File: src/rtl/tc_reg_copy_pkg.sv
// Shared types and helpers for the register copy engine.
// Optional feature macro used by the top: TC_REG_COPY_INC_EN.
package tc_reg_copy_pkg;

    typedef enum logic [1:0] {
        IDLE    = 2'd0,
        LOAD    = 2'd1,
        CAPTURE = 2'd2,
        SAVE    = 2'd3
    } state_t;

    // Accept-to-done latency and command throughput, in clock cycles.
    localparam int unsigned CMD_LATENCY = 4;

    // Widest one-hot vector the helper can produce; callers truncate to their width.
    localparam int unsigned ONEHOT_MAX_W = 64;

    // One-hot of idx within an n-entry space; all zeros when idx is out of range.
    function automatic logic [ONEHOT_MAX_W-1:0] onehot(input int unsigned idx,
                                                       input int unsigned n);
        logic [ONEHOT_MAX_W-1:0] r;
        r = (idx < n) ? ({{(ONEHOT_MAX_W-1){1'b0}}, 1'b1} << idx) : '0;
        return r;
    endfunction

endpackage

File: src/rtl/tc_reg_copy_engine_decode.sv
// Register index decoder: index -> NUM_REGS-bit one-hot plus an in-range flag.
module tc_onehot_decode
    import tc_reg_copy_pkg::*;
#(
    parameter int unsigned NUM_REGS = 4,
    parameter int unsigned IDX_W    = 2
) (
    input  logic [IDX_W-1:0]    idx_i,
    output logic [NUM_REGS-1:0] onehot_o,
    output logic                in_range_o
);

    assign onehot_o   = NUM_REGS'(onehot(32'(idx_i), NUM_REGS));
    assign in_range_o = (32'(idx_i) < NUM_REGS);

endmodule

File: src/rtl/tc_reg_copy_engine.sv
// Register copy engine: load strobe on the source register, capture the
// shared read bus, save strobe on the destination register.
// Optional feature macro: TC_REG_COPY_INC_EN adds cmd_inc, added to the
// copied value (carry discarded).
module tc_reg_copy_engine
    import tc_reg_copy_pkg::*;
#(
    parameter int unsigned NUM_REGS  = 4,
    parameter int unsigned BIT_WIDTH = 8,
    parameter int unsigned IDX_W     = 2
) (
    input  logic                 clk,
    input  logic                 rst,
    input  logic                 cmd_valid,
    output logic                 cmd_ready,
    input  logic [IDX_W-1:0]     cmd_src,
    input  logic [IDX_W-1:0]     cmd_dst,
`ifdef TC_REG_COPY_INC_EN
    input  logic [BIT_WIDTH-1:0] cmd_inc,
`endif
    output logic [NUM_REGS-1:0]  reg_load,
    output logic [NUM_REGS-1:0]  reg_save,
    input  logic [BIT_WIDTH-1:0] rd_data,
    output logic [BIT_WIDTH-1:0] wr_data,
    output logic                 done,
    output logic                 err
);

    state_t                state_q, state_d;
    logic [NUM_REGS-1:0]   dst_oh_q, dst_oh_d;
    logic [BIT_WIDTH-1:0]  data_q, data_d;
    logic [NUM_REGS-1:0]   load_q, load_d;
    logic [NUM_REGS-1:0]   save_q, save_d;
    logic                  done_q, done_d;
    logic                  err_q, err_d;
    logic [BIT_WIDTH-1:0]  inc_val;

    logic [NUM_REGS-1:0]   src_oh, dst_oh;
    logic                  src_ok, dst_ok;

    tc_onehot_decode #(.NUM_REGS(NUM_REGS), .IDX_W(IDX_W)) u_src_dec (
        .idx_i      (cmd_src),
        .onehot_o   (src_oh),
        .in_range_o (src_ok)
    );

    tc_onehot_decode #(.NUM_REGS(NUM_REGS), .IDX_W(IDX_W)) u_dst_dec (
        .idx_i      (cmd_dst),
        .onehot_o   (dst_oh),
        .in_range_o (dst_ok)
    );

`ifdef TC_REG_COPY_INC_EN
    logic [BIT_WIDTH-1:0] inc_q, inc_d;
    assign inc_val = inc_q;
`else
    assign inc_val = '0;
`endif

    // Next state, strobes and datapath updates; strobes default to zero every cycle.
    always_comb begin
        state_d  = state_q;
        dst_oh_d = dst_oh_q;
        data_d   = data_q;
        load_d   = '0;
        save_d   = '0;
        done_d   = 1'b0;
        err_d    = 1'b0;
`ifdef TC_REG_COPY_INC_EN
        inc_d    = inc_q;
`endif
        case (state_q)
            IDLE: begin
                if (cmd_valid) begin
`ifdef TC_REG_COPY_INC_EN
                    inc_d    = cmd_inc;
`endif
                    // Destination is latched already decoded; source is only needed now.
                    dst_oh_d = dst_oh;
                    if (src_ok && dst_ok) begin
                        state_d = LOAD;
                        load_d  = src_oh;
                    end else begin
                        done_d = 1'b1;
                        err_d  = 1'b1;
                    end
                end
            end
            LOAD:    state_d = CAPTURE;
            CAPTURE: begin
                // data_q holds the final (incremented) value so wr_data is a plain register in SAVE.
                data_d  = rd_data + inc_val;
                save_d  = dst_oh_q;
                state_d = SAVE;
            end
            SAVE: begin
                done_d  = 1'b1;
                state_d = IDLE;
            end
            default: state_d = IDLE;
        endcase
    end

    // State and registered outputs with synchronous reset.
    always_ff @(posedge clk) begin
        if (rst) begin
            state_q  <= IDLE;
            dst_oh_q <= '0;
            data_q   <= '0;
            load_q   <= '0;
            save_q   <= '0;
            done_q   <= 1'b0;
            err_q    <= 1'b0;
`ifdef TC_REG_COPY_INC_EN
            inc_q    <= '0;
`endif
        end else begin
            state_q  <= state_d;
            dst_oh_q <= dst_oh_d;
            data_q   <= data_d;
            load_q   <= load_d;
            save_q   <= save_d;
            done_q   <= done_d;
            err_q    <= err_d;
`ifdef TC_REG_COPY_INC_EN
            inc_q    <= inc_d;
`endif
        end
    end

    assign cmd_ready = (state_q == IDLE);
    assign reg_load  = load_q;
    assign reg_save  = save_q;
    assign wr_data   = data_q;
    assign done      = done_q;
    assign err       = err_q;

endmodule

File: config.mk
export PLATFORM = sky130hd
export DESIGN_NAME = tc_reg_copy_engine
export DESIGN_NICKNAME = d
export VERILOG_FILES = /design/src/rtl/tc_reg_copy_pkg.sv /design/src/rtl/tc_reg_copy_engine_decode.sv /design/src/rtl/tc_reg_copy_engine.sv
export SDC_FILE = /design/constraint.sdc
export NUM_CORES = 1
export LEC_CHECK = 0
export ABC_AREA = 1
export BUFFER_PORTS_ARGS = -buffer_cell sky130_fd_sc_hd__buf_2
export CAP_MARGIN = 20
export CORE_MARGIN = 3
export CORE_UTILIZATION = 42
export DETAILED_ROUTE_END_ITERATION = 6
export GPL_ROUTABILITY_DRIVEN = 0
export PLACE_DENSITY = 0.75
export SLEW_MARGIN = 10
export SYNTH_ARGS = -nofsm -noshare
export SYNTH_HDL_FRONTEND = slang
export SYNTH_HIERARCHICAL = 1
export SYNTH_SLANG_ARGS = --single-unit
File: constraint.sdc
create_clock -name clk -period 1.1 [get_ports clk]
set_input_delay 0.22 -clock clk [delete_from_list [all_inputs] [get_ports clk]]
set_output_delay 0.22 -clock clk [all_outputs]
set_load 0.02 [all_outputs]
==> impl_metrics.ini <==
[grt]
grt_usage_pct = 14.5
grt_pass1_wl_um = 2990
grt.overflow.total = 0
first_global_vias = 767
antenna_found_initial = 0
grt_max_degree = 16

[floorplan]
initial_core_util_pct = 46.1
die_h_um = 53.3
rows = 16
die_area_um2 = 2840
io_pins = 34
die_w_um = 53.3
core_region_area_um2 = 2040

[worst_setup_path]
criticalPathCategory = register to output port
start_kind = register
cp-end-kind = output port
required_ps = 880
crit_fanout = 3
crit_arrival_ps = 1000

[power_and_ir_drop]
netSwitchingFraction_pct = 36.9
seqPwrFrac_pct = 35.7
p_comb_share_pct = 45.7
clock_power_share_pct = 18.6
p_leak_nw = 0.675
p_switching_mw = 1.23
p_int_mw = 2.09
ir_drop_mv = 1.43
power_mw = 3.32
power.density_nw_per_um2 = 2580

[cts]
htree_levels = 1
cts_tree = done
clk_latency_ps = 300
numCtsBuffers = 3
cts.sinks = 24
clk_pin_slew_ps = 130
cts_max_path_buffers = 2
cts_root_buf = clkbuf_4

[logic_synthesis]
syn_avg_cell_area_um2 = 7.65
ys_seq_elements = 24
synth.cell_area_um2 = 941
synth.net_count = 141
synth_edf_count = 0
seq_area_frac_synth_pct = 51.1
synthFlopType = dfxtp_1
post_synth_num_cell_types = 18
synthArstFlopShare_pct = 0
yosys_warnings = 6
syn_inst = 123

[final_layout]
synthToLayoutAreaGrowth_pct = 36.7
final_util_pct = 63.0
nets = 181
final_cell_mix = nor2_1, buf_2, dfxtp_1
layout_commonest_cell = nor2_1
final_area_um2 = 1290
n_fill_cell = 187
layout-drive-gt1-share_pct = 39.5
ff_latch_area_um2 = 484
multi_input_area_um2 = 414
n_antenna_cell = 0

[timing]
rsz0062_at_grt = true
holdWs_ps = 126
slew_violations = 0
finalHoldViolations = 0
setup_slack_ps = -123
fin_crit_sh_pct = 111
skew_ps = 4.73
fmax_mhz = 818
period_needed_ps = 1220
final-setup-viol-count = 11

[place]
post-place-ws_ps = -25.1
portBuffers = 33
dpl.hpwl_um = 1370
placed_cell_area_um2 = 1130

[routing]
routed_wl_um = 1860
ant_nets = 0
drt_iter0_markers = 6
drcViolationCount = 0
drtPass1Iterations = 3
via_per_inst = 4.47
via_count = 845
wl_per_cell_um = 9.83

[worst_hold_path]
hold_path_class = primary input to register

[run]
maxCapViolations = 0

[status]
violations = negative setup slack
status = finished, violations left
-- metal layers --
metal / vias up / part of all wire, % / GRT usage [%]
li1: 443 / - / -
met1: 367 / 39 / 15.0
met2: 31 / 52 / 27.1
met3: 4 / 7.1 / 2.82
met4: 0 / 1.2 / 6.81
met5: - / 0 / 0
-- repair_timing --
item	4_1_cts	5_1_grt
cloned	1	0
setup buffers	2	1
endpoints found under the setup margin	18	24
resized for setup	15	15
hold buffers	0	0
hold endpoints to repair	0	0
pin swaps	1	1
-- stage by stage --
step           TNS, ps  instances
2_1_floorplan        0        123
3_3_place_gp         0        181
3_5_place_dp     -96.7        181
4_1_cts           -568        188
5_1_grt          -1270        189
6_report          -335        189
-- Yosys cell counts (2+ instances only) --
library cell  number  share of area [%]
nand3_1            2                1.1
ha_1               3                4.0
inv_1             20                8.0
nor2_1            35                 14
buf_4              3                2.4
conb_1             2               0.80
o21ai_0           10                5.3
a21oi_1            5                2.7
dfxtp_1           24                 51
o21ai_1            2                1.1
nand2_1           10                4.0
-- power by group through the flow --
stage / clock network [mW] / registers, mW / logic (mW)
floorplan: 0 / 1.33 / 0.628
global placement: 0 / 1.16 / 1.08
detailed placement: 0 / 1.17 / 1.12
CTS: 0.639 / 1.16 / 1.38
global route: 0.664 / 1.20 / 1.66
finish: 0.616 / 1.18 / 1.52
-- worst max-delay path, cell delays in order (launching register included) --
cell	delay, ps
dfxtp_2	360
inv_2	60
ha_4	160
buf_6	120
-- worst paths after layout --
check / startpoint / end / slack, ps / cells past startpoint
max: state_q[0]$_SDFFE_PP0P_ / cmd_ready / -120 / 3
max reg2reg: state_q[0]$_SDFFE_PP0P_ / state_q[1]$_SDFFE_PP0P_ / -40 / 7
min reg2reg: dst_oh_q[3]$_SDFFE_PP0P_ / reg_save[3]$_SDFF_PP0_ / 440 / 2
min: rd_data[5] / wr_data[5]$_SDFFE_PP0N_ / 130 / 3
-- kinds of logic after synthesis --
group / count (synthesis) / synth area share, %
fa+ha+maj: 3 / 3.99
buf+inv: 26 / 11.8
other cells: 2 / 0.798
flops: 24 / 51.1
simple gates: 51 / 23.3
compound gates: 17 / 9.04
-- registers in the layout, summed over array words and instances, names as in the netlist --
signal / cells
wr_data: 8
dst_oh_q: 4
reg_load: 4
reg_save: 4
state_q: 2
done: 1
err: 1
-- layout make-up --
type | count | share of cell area [%]
Clock buffer | 3 | 1.75
Sequential cell | 24 | 37.6
Timing Repair Buffer | 38 | 16.9
Multi-Input combinational cell | 74 | 32.2
Tap cell | 27 | 2.63
Inverter | 22 | 6.52
Clock inverter | 1 | 2.33
No activity file was read; power rests on OpenSTA's default activity.
